<file path="config.mk">
export PLATFORM = sky130hd
export DESIGN_NAME = board_pixel_renderer
export DESIGN_NICKNAME = d
export VERILOG_FILES = /design/src/rtl/board_render_pkg.sv /design/src/rtl/row_fetch_ctrl.sv /design/src/rtl/board_pixel_renderer.sv
export SDC_FILE = /design/constraint.sdc
export NUM_CORES = 1
export LEC_CHECK = 0
export CAP_MARGIN = 20
export CORE_MARGIN = 10
export CORE_UTILIZATION = 48
export CTS_CLUSTER_DIAMETER = 120
export CTS_CLUSTER_SIZE = 10
export DETAILED_ROUTE_END_ITERATION = 6
export PLACE_DENSITY = 0.77
export SYNTH_ARGS = -nofsm -noshare
export SYNTH_HDL_FRONTEND = slang
export SYNTH_SLANG_ARGS = --single-unit
</file>
<file path="constraint.sdc">
create_clock -name Clk -period 4.8 [get_ports Clk]
set_input_delay 0.48 -clock Clk [delete_from_list [all_inputs] [get_ports Clk]]
set_output_delay 0.48 -clock Clk [all_outputs]
set_load 0.01 [all_outputs]
</file>
<file path="src/rtl/board_render_pkg.sv">
// Shared constants for the board pixel renderer: palette, fixed colours, fetch states.
package board_render_pkg;

    typedef enum logic [0:0] {
        IDLE = 1'b0,
        REQ  = 1'b1
    } fetch_state_t;

    localparam logic [23:0] BORDER_RGB = 24'hFF5500;
    localparam logic [23:0] GRID_RGB   = 24'h404040;

    // Entry 0 is never shown: an index of 0 means an empty cell.
    localparam logic [23:0] PALETTE [16] = '{
        24'h000000, 24'h00FFFF, 24'h0000FF, 24'hFF8000,
        24'hFFFF00, 24'h00FF00, 24'h800080, 24'hFF0000,
        24'h808080, 24'hFFFFFF, 24'h404080, 24'h80C0FF,
        24'hFFC0C0, 24'hC0FFC0, 24'h602000, 24'hFF00FF
    };

endpackage

</file>
<file path="src/rtl/row_fetch_ctrl.sv">
// Vertical cell tracking, line-rate row prefetch over a req/ack handshake, row buffer.
// GRID_LINES_EN adds the sub_y_out port used for horizontal grid lines.
module row_fetch_ctrl
    import board_render_pkg::*;
#(
    parameter int BOARD_W  = 10,
    parameter int BOARD_H  = 20,
    parameter int CELL_PX  = 21,
    parameter int ORIGIN_Y = 0,
    parameter int V_LAST   = 524
) (
    input  logic                 clk,
    input  logic                 reset,
    input  logic [9:0]           draw_y,
    input  logic                 line_end,
    input  logic                 row_ack,
    input  logic [4*BOARD_W-1:0] row_data,
    output logic                 row_req,
    output logic [4:0]           row_addr,
    output logic                 underrun,
    output logic [4*BOARD_W-1:0] row_buf,
    output logic [4:0]           cell_row,
    output logic                 line_in_board
`ifdef GRID_LINES_EN
    ,
    output logic [4:0]           sub_y_out
`endif
);

    localparam int Y_END = ORIGIN_Y + BOARD_H * CELL_PX;

    fetch_state_t state_r;
    logic [4:0]   sub_y_r;
    logic [9:0]   next_y_s;
    logic         next_in_s;
    logic [4:0]   cell_row_n_s;
    logic [4:0]   sub_y_n_s;
    logic         in_board_n_s;
    logic         fetch_due_s;
    logic [4:0]   fetch_row_s;

`ifdef GRID_LINES_EN
    assign sub_y_out = sub_y_r;
`endif

    // Next-line counter update and fetch decision, evaluated on line_end only.
    always_comb begin
        next_y_s     = (draw_y == 10'(V_LAST)) ? 10'd0 : draw_y + 10'd1;
        next_in_s    = ({1'b0, next_y_s} >= 11'(ORIGIN_Y)) && ({1'b0, next_y_s} < 11'(Y_END));
        cell_row_n_s = cell_row;
        sub_y_n_s    = sub_y_r;
        in_board_n_s = line_in_board;
        fetch_due_s  = 1'b0;
        fetch_row_s  = 5'd0;
        if (line_end) begin
            in_board_n_s = next_in_s;
            if (next_y_s == 10'(ORIGIN_Y)) begin
                cell_row_n_s = 5'd0;
                sub_y_n_s    = 5'd0;
                fetch_due_s  = 1'b1;
                fetch_row_s  = 5'd0;
            end else if (next_in_s) begin
                if (sub_y_r == 5'(CELL_PX - 1)) begin
                    sub_y_n_s    = 5'd0;
                    cell_row_n_s = cell_row + 5'd1;
                    fetch_due_s  = ({1'b0, cell_row} + 6'd1) < 6'(BOARD_H);
                    fetch_row_s  = cell_row + 5'd1;
                end else begin
                    sub_y_n_s = sub_y_r + 5'd1;
                end
            end else begin
                cell_row_n_s = cell_row;
                sub_y_n_s    = sub_y_r;
            end
        end else begin
            in_board_n_s = line_in_board;
        end
    end

    // Vertical counters.
    always_ff @(posedge clk) begin
        if (reset) begin
            cell_row      <= 5'd0;
            sub_y_r       <= 5'd0;
            line_in_board <= 1'b0;
        end else begin
            cell_row      <= cell_row_n_s;
            sub_y_r       <= sub_y_n_s;
            line_in_board <= in_board_n_s;
        end
    end

    // Fetch FSM; a line_end while still waiting is an underrun and retargets the address.
    always_ff @(posedge clk) begin
        if (reset) begin
            state_r  <= IDLE;
            row_req  <= 1'b0;
            row_addr <= 5'd0;
            underrun <= 1'b0;
            row_buf  <= '0;
        end else begin
            case (state_r)
                IDLE: begin
                    if (fetch_due_s) begin
                        row_req  <= 1'b1;
                        row_addr <= fetch_row_s;
                        state_r  <= REQ;
                    end
                end
                REQ: begin
                    if (row_ack) begin
                        row_buf <= row_data;
                        row_req <= 1'b0;
                        state_r <= IDLE;
                    end else if (line_end) begin
                        underrun <= 1'b1;
                        if (fetch_due_s) begin
                            row_addr <= fetch_row_s;
                        end
                    end
                end
                default: begin
                    row_req <= 1'b0;
                    state_r <= IDLE;
                end
            endcase
        end
    end

endmodule

</file>
<file path="src/rtl/board_pixel_renderer.sv">
// Full-board Tetris renderer: row prefetch plus 2-stage pixel pipeline with piece overlay.
// Optional grid lines are enabled by defining GRID_LINES_EN.
module board_pixel_renderer
    import board_render_pkg::*;
#(
    parameter int BOARD_W      = 10,
    parameter int BOARD_H      = 20,
    parameter int CELL_PX      = 21,
    parameter int ORIGIN_X     = 213,
    parameter int ORIGIN_Y     = 0,
    parameter int PIECE_BLOCKS = 4,
    parameter int V_LAST       = 524
) (
    input  logic                      Clk,
    input  logic                      reset,
    input  logic [9:0]                DrawX,
    input  logic [9:0]                DrawY,
    input  logic                      line_end,
    output logic                      row_req,
    output logic [4:0]                row_addr,
    input  logic                      row_ack,
    input  logic [4*BOARD_W-1:0]      row_data,
    input  logic [5*PIECE_BLOCKS-1:0] piece_x,
    input  logic [5*PIECE_BLOCKS-1:0] piece_y,
    input  logic [3:0]                piece_color,
    input  logic                      piece_valid,
    output logic [7:0]                Red,
    output logic [7:0]                Green,
    output logic [7:0]                Blue,
    output logic                      underrun
);

    localparam logic [10:0] X_LO = 11'(ORIGIN_X);
    localparam logic [10:0] X_HI = 11'(ORIGIN_X + BOARD_W * CELL_PX);

    logic [4*BOARD_W-1:0] row_buf_s;
    logic [4:0]           cell_row_s;
    logic                 line_in_board_s;
    logic [9:0]           dx_s;
    logic [4:0]           col_s;
    logic                 in_board_s;
    logic                 hit_s;
    logic                 in_board_r;
    logic [4:0]           col_r;
    logic                 piece_hit_r;
    logic [6:0]           xhi_r;
    logic [3:0]           cell_idx_s;
    logic [23:0]          rgb_s;
`ifdef GRID_LINES_EN
    logic [4:0]           sub_y_s;
    logic [4:0]           sub_x_s;
    logic [4:0]           sub_x_r;
    logic                 grid_y_r;
`endif

    row_fetch_ctrl #(
        .BOARD_W  (BOARD_W),
        .BOARD_H  (BOARD_H),
        .CELL_PX  (CELL_PX),
        .ORIGIN_Y (ORIGIN_Y),
        .V_LAST   (V_LAST)
    ) u_fetch (
        .clk           (Clk),
        .reset         (reset),
        .draw_y        (DrawY),
        .line_end      (line_end),
        .row_ack       (row_ack),
        .row_data      (row_data),
        .row_req       (row_req),
        .row_addr      (row_addr),
        .underrun      (underrun),
        .row_buf       (row_buf_s),
        .cell_row      (cell_row_s),
        .line_in_board (line_in_board_s)
`ifdef GRID_LINES_EN
        ,
        .sub_y_out     (sub_y_s)
`endif
    );

    // Stage 1 decode: horizontal cell position and piece overlap for the current row.
    always_comb begin
        dx_s       = DrawX - 10'(ORIGIN_X);
        col_s      = 5'(dx_s / 10'(CELL_PX));
        in_board_s = ({1'b0, DrawX} >= X_LO) && ({1'b0, DrawX} < X_HI) && line_in_board_s;
        hit_s      = 1'b0;
        for (int k = 0; k < PIECE_BLOCKS; k++) begin
            hit_s = hit_s | ((piece_x[5*k +: 5] == col_s) && (piece_y[5*k +: 5] == cell_row_s) &&
                             (piece_x[5*k +: 5] < 5'(BOARD_W)) && (piece_y[5*k +: 5] < 5'(BOARD_H)));
        end
        hit_s = hit_s & piece_valid;
`ifdef GRID_LINES_EN
        sub_x_s = 5'(dx_s % 10'(CELL_PX));
`endif
    end

    // Stage 1 registers.
    always_ff @(posedge Clk) begin
        if (reset) begin
            in_board_r  <= 1'b0;
            col_r       <= 5'd0;
            piece_hit_r <= 1'b0;
            xhi_r       <= 7'd0;
`ifdef GRID_LINES_EN
            sub_x_r     <= 5'd0;
            grid_y_r    <= 1'b0;
`endif
        end else begin
            in_board_r  <= in_board_s;
            col_r       <= col_s;
            piece_hit_r <= hit_s;
            xhi_r       <= DrawX[9:3];
`ifdef GRID_LINES_EN
            sub_x_r     <= sub_x_s;
            grid_y_r    <= (sub_y_s == 5'd0);
`endif
        end
    end

    // Stage 2 colour priority: border, piece, grid, cell, background.
    always_comb begin
        cell_idx_s = 4'd0;
        for (int c = 0; c < BOARD_W; c++) begin
            cell_idx_s = (col_r == 5'(c)) ? row_buf_s[4*c +: 4] : cell_idx_s;
        end
        if (!in_board_r) begin
            rgb_s = BORDER_RGB;
        end else if (piece_hit_r) begin
            rgb_s = PALETTE[piece_color];
`ifdef GRID_LINES_EN
        end else if ((sub_x_r == 5'd0) || grid_y_r) begin
            rgb_s = GRID_RGB;
`endif
        end else if (cell_idx_s != 4'd0) begin
            rgb_s = PALETTE[cell_idx_s];
        end else begin
            rgb_s = {16'h0000, 8'h7F - {1'b0, xhi_r}};
        end
    end

    // Stage 2 output registers.
    always_ff @(posedge Clk) begin
        if (reset) begin
            Red   <= 8'd0;
            Green <= 8'd0;
            Blue  <= 8'd0;
        end else begin
            Red   <= rgb_s[23:16];
            Green <= rgb_s[15:8];
            Blue  <= rgb_s[7:0];
        end
    end

endmodule
</file>
==> impl_metrics.toml, run 1 <==
[timing]
fin_skew_ns = 0.00944
timing.final.ws_setup_ns = 0.106
timing.fmax_ghz = 0.213
tightest_slew_ns = 0.857
finalSetupTns_ns = 0
setup-violations-final = 0
timing.final.max_slew_violations = 0
fin_crit_sh = 0.978
whs_ns = 0.451
rsz0062_at_grt = "true"
period_minus_slack_ns = 4.69
hold_viol = 0
max-slew-margin-rel = 0.422

[critical_path]
crit_path_end_kind = "register"
start_kind = "input port"
worst-path-max-fanout = 9
path_buf_inv = 3
reg2reg_depth = 13
reg2reg_to = "Blue[0]"
max_stage_delay_ns = 0.51
critical_path_arrival_ns = 4.89
crit_chain = "buf_8 > buf_8 > o21a_1 > o31ai_4 > o2111ai_2 > or4_4 > o211a_4 > a21oi_4 > buf_12 > xnor2_4 > a31oi_1 > o22ai_2 > o31a_1 > xnor2_4 > ha_4 > a21oi_4 > o32ai_4 > xor2_1 > and3_1 > nor4_2 > nor4bb_2"
cp_data_required_time_ns = 5.00
path_class = "in2reg"
crit_path_top_delay_cell = "or4_4"
crit_family = "compound AO/OA/AOI/OAI gates"
timing.rr.start = "col_r[0]"
r2r_setup_slack_ns = 1.25
crit_start = "DrawX[0]"

[pwr]
p_total_mw = 3.49
power_density_mw_per_mm2 = 337
leakage_nw = 4.00
peakVddDrop_mv = 0.427

[placed_design]
hpwl_um = 16900
numPortBuffers = 139
place_inst = 1344
dpl_cell_area_mm2 = 0.00946
post-place-ws_ns = -0.738
gp_congestion = 0.952

[final_layout]
nFillCells = 1166
nNetsFinal = 1329
area_growth_pct = 48.1
seq_area_mm2 = 0.00180
final_common_cell = "buf_4"
final_cell_mix = "157 x buf_4, 141 x nand2_1, 129 x clkdlybuf4s50_1"
drive_above_1_share = 0.238
multi_input_area_mm2 = 0.00518
postLayoutCoreUtil = 0.719
stdcell_area_mm2 = 0.0104
final_cells = 1388
n_antenna_cell = 0

[logic_synthesis]
ys_ff_latch = 90
synthCells = 949
yosysSeqAreaShare = 0.257
ys_warn_count = 0
asyncSetResetFlopFracSynth = 0
ys_types = 84
synth_edf_count = 0
syn_area_mm2 = 0.00701
ys.flop_type = "dfxtp_1"
synth_fp_nets = 1079
syn-mean-instance-area_um2 = 7.38

[floorplan]
dieArea_mm2 = 0.0198
die_y_um = 141
initial_core_util = 0.486
fp.dieW_um = 141
core_area_mm2 = 0.0144
num_rows = 44
ios = 140

[min_path]
hold_start = "u_fetch.row_buf[20]"
whs_endpoint = "u_fetch.row_buf[20]"
hp-class = "reg2reg"
whs_path_depth = 2

[detailed_routing]
vias = 7952
drtPass1Iterations = 5
drtIter0Drc = 502
wl_per_cell_um = 16.4
drc = 0
via_per_inst = 5.73
wl_um = 22800
antenna_left = 0

[clock_network]
cts-root-buf = "clkbuf_16"
clk_latency_ns = 0.34
cts_made_buffers = 9
tritoncts = "yes"
h-tree-depth = 3
cts.clk_slew.worst_paths_ns = 0.07
cts_sinks = 90
clock_path_buffers = 2

[run]
maxCapViolCount = 0

[grt]
grt_use_total = 0.210
grt_pass1_wl_um = 35700
antenna_found_initial = 0
grt_overflow_total = 0
grt_pass1_vias = 7485
grt_max_degree = 43

[status]
status = "complete, no violations"
sequential cells by signal, summed over array words and instances, names as in the netlist:
signal                 cells
u_fetch.sub_y_r            5
col_r                      5
in_board_r                 1
Green                      5
u_fetch.state_r            1
u_fetch.row_addr           5
u_fetch.row_buf           40
u_fetch.line_in_board      1
Red                        4
xhi_r                      7
piece_hit_r                1
Blue                       8
u_fetch.cell_row           5
u_fetch.row_req            1
u_fetch.underrun           1
where the power goes:
| group | internal [mW] | total [mW] | switching [mW] |
|---|---|---|---|
| registers | 0.772 | 0.835 | 0.0623 |
| clock network | 0.376 | 0.693 | 0.318 |
| logic | 0.990 | 1.97 | 0.975 |
Yosys cell counts (all sizes together), types with 11 or more instances:
master  instances  area share
nor2b          11      0.0098
xor2           22       0.030
nor3           27       0.020
nor2           83       0.044
dfxtp          90        0.26
a31oi          14       0.013
o21ai          50       0.037
buf            28       0.025
inv            35       0.019
nand2b         15       0.013
nand2         141       0.076
clkbuf         41       0.022
xnor2          33       0.044
a21oi         108       0.083
o211ai         18       0.019
ha             21       0.038
and3           12       0.011
nand3          19       0.014
tightest hold or removal path: stages, from the launching register on:
cell     delay [ns]
dfxtp_1        0.31
nand2_1        0.05
a21oi_1        0.05
routing by layer:
metal / routed length [um] / vias to the layer above / global-route usage / share of wire
met2: 11000 / 301 / 0.347 / 0.48
met1: 9850 / 3725 / 0.269 / 0.43
li1: - / 3897 / - / -
met5: 0 / - / 0 / 0
met4: 284 / 0 / 0.0538 / 0.012
met3: 1650 / 29 / 0.0477 / 0.072
logic make-up after synthesis:
group | after synthesis | share of synthesized area
AND/OR/NAND/NOR | 360 | 0.240
AO/OA/AOI/OAI | 302 | 0.293
buffers and inverters | 104 | 0.0661
flip-flops | 90 | 0.257
XOR/XNOR | 55 | 0.0741
adder cells (fa/ha/maj) | 21 | 0.0375
multiplexers | 17 | 0.0323
final cells by class:
| class | count | area share |
|---|---|---|
| tap | 184 | 0.0222 |
| clock buffer | 10 | 0.0230 |
| sequential | 90 | 0.174 |
| inverter | 35 | 0.0134 |
| timing repair buffer | 308 | 0.263 |
| clock inverter | 6 | 0.00519 |
| multi-input combinational | 755 | 0.499 |
worst max path at each step:
stage,cells after the start,slack [ns],to
finish,21,0.11,piece_hit_r
global route,24,-0.24,piece_hit_r
detailed placement,22,-0.74,piece_hit_r
global placement,22,-0.63,piece_hit_r
floorplan,24,-0.29,piece_hit_r
CTS,21,0.0006,piece_hit_r
what timing repair did:
item                       CTS  global route
gates resized for setup     41            64
hold buffers                 0             0
setup endpoints to repair    2             2
buffers inserted            12            17
pin swaps                   31            31
Note: power is estimated with default switching activity, not from simulation.
==> run 2, diff against run 1 <==
--- a/config.mk
+++ b/config.mk
@@ -6,7 +6,7 @@
 export NUM_CORES = 1
 export LEC_CHECK = 0
 export CAP_MARGIN = 20
-export CORE_MARGIN = 10
+export CORE_MARGIN = 1.5
 export CORE_UTILIZATION = 48
 export CTS_CLUSTER_DIAMETER = 120
 export CTS_CLUSTER_SIZE = 10
==> impl_metrics.toml, run 2 (synthesis gave the netlist of run 1 again) <==
[critical_path]
worstSetupPathDepth = 20
crit_start = "DrawX[0]"
crit_path_top_delay_cell = "or4_4"
reg2reg_depth = 13
path_buf_inv = 2
worst-path-max-fanout = 7
crit_chain = "buf_8 > buf_8 > o21a_1 > o31ai_4 > o2111ai_2 > or4_4 > o211a_4 > a311oi_4 > nor2_2 > o211ai_1 > o211ai_1 > o31a_1 > xnor2_4 > ha_4 > a21oi_4 > o32ai_4 > xor2_1 > and3_1 > nor4_2 > nor4bb_2"
cp_data_required_time_ns = 5.00
timing.rr.start = "col_r[0]"
max_stage_delay_ns = 0.56
start_kind = "input port"
reg2reg_to = "Blue[5]"
crit_family = "compound AO/OA/AOI/OAI gates"
r2r_setup_slack_ns = 1.30
critical_path_arrival_ns = 5.01
path_class = "in2reg"
cp-endpoint = "piece_hit_r"
crit_path_end_kind = "register"

[clock_network]
clk_latency_ns = 0.35
ctsHoldBuffers = 0
h-tree-depth = 3
cts_sinks = 90
cts_made_buffers = 9
clock_path_buffers = 2
cts.clk_slew.worst_paths_ns = 0.07
cts-root-buf = "clkbuf_16"
tritoncts = "yes"

[floorplan]
ios = 140
core_area_mm2 = 0.0140
num_rows = 43
dieArea_mm2 = 0.0153
fp.dieW_um = 124
die_y_um = 124
initial_core_util = 0.499

[timing]
timing.final.ws_setup_ns = -0.0115
whs_ns = 0.453
period_minus_slack_ns = 4.81
tightest_slew_ns = 1.00
hold_viol = 0
setup-violations-final = 1
rsz0062_at_grt = "true"
fin_crit_sh = 1.00
fin_skew_ns = 0.0149
timing.final.max_slew_violations = 0
max-slew-margin-rel = 0.330
finalSetupTns_ns = -0.0115
timing.fmax_ghz = 0.208

[detailed_routing]
via_per_inst = 5.68
drc = 0
antenna_left = 0
vias = 7786
wl_per_cell_um = 15.5
drtPass1Iterations = 5
wl_um = 21200
drtIter0Drc = 683

[final_layout]
drive_above_1_share = 0.223
final_cell_mix = "140 x nand2_1, 140 x buf_4, 129 x clkdlybuf4s50_1"
largest_register_ffs = 40
stdcell_area_mm2 = 0.0102
nFillCells = 1129
nNetsFinal = 1316
regMostFlops = "u_fetch.row_buf"
area_growth_pct = 45.9
reg_top3 = "u_fetch.row_buf x40, Blue x8, xhi_r x7"
n_antenna_cell = 0

[grt]
antenna_found_initial = 0
grt_use_total = 0.270
grt_max_degree = 55
grt_pass1_wl_um = 33400
grt_overflow_total = 0
grt_pass1_vias = 7020

[pwr]
leakage_nw = 3.93
power_density_mw_per_mm2 = 338
p_total_mw = 3.45
peakVddDrop_mv = 0.449

[status]
failed_checks = "negative setup slack"
status = "finished with violations"

[placed_design]
hpwl_um = 15500
dpl_cell_area_mm2 = 0.00937
gp_congestion = 0.953
numPortBuffers = 139

[min_path]
whs_path_depth = 2
hp-class = "reg2reg"

[run]
maxCapViolCount = 0
## run 2: cell types whose count changed in the layout (fill, tap and decap cells not counted), sizes merged
cell	before	now
buf	172	158
bufinv	0	1
dlymetal6s2s	3	4
inv	39	38
## run 2: worst min-delay path by stage
| stage | slack (ns) | startpoint | end |
|---|---|---|---|
| final | 0.45 | u_fetch.row_buf[33] | u_fetch.row_buf[33] |
| after global routing | 0.47 | u_fetch.row_buf[33] | u_fetch.row_buf[33] |
| after CTS | 0.45 | u_fetch.row_buf[20] | u_fetch.row_buf[20] |
| after detailed placement | 0.45 | u_fetch.row_buf[20] | u_fetch.row_buf[20] |
| after global placement | 0.44 | u_fetch.row_buf[20] | u_fetch.row_buf[20] |
| after floorplan | 0.43 | u_fetch.row_buf[20] | u_fetch.row_buf[20] |
## run 2: timing repair
action                     4_1_cts  5_1_grt
buffers inserted                 7       14
cloned                           0        1
hold endpoints to repair         0        0
pin swaps                       28       41
setup endpoints to repair        2        2
resized for setup               35       62
## run 2: where the power goes
part / leakage (nW) / total [mW] / switching [mW] / internal (mW)
logic: 3.05 / 1.88 / 0.945 / 0.939
clock network: 0.150 / 0.736 / 0.313 / 0.423
registers: 0.731 / 0.831 / 0.0587 / 0.773
total: 3.93 / 3.45 / 1.32 / 2.13
## run 2: tightest hold or removal path, stage by stage, from the launching register on
cell and delay [ns]:
dfxtp_1 0.31, nand2_1 0.05, a21oi_1 0.05
## run 2: through the flow
step	instances	setup slack, ns	utilization
after floorplan	949	-0.295	-
after global placement	1332	-0.654	0.667
after CTS	1355	0.00138	0.704
after global routing	1371	-0.177	0.728
final	1371	-0.0115	0.728
after detailed placement	1332	-0.813	0.667
## run 2: area by class of cell
type,instances,area [um2],area share
clock inverters,6,68.8,0.00673
well taps,180,225,0.0220
clock buffers,10,239,0.0234
flip-flops and latches,90,1800,0.176
multi-input cells,755,5100,0.499
repair buffers,295,2650,0.259
inverters,35,139,0.0136
## run 2: metal layers
metal	vias to the layer above	GRT usage	share of wire
met4	0	0.0625	0.015
met2	261	0.468	0.48
met3	27	0.0394	0.059
met5	-	0	0
li1	3869	-	-
met1	3629	0.353	0.44
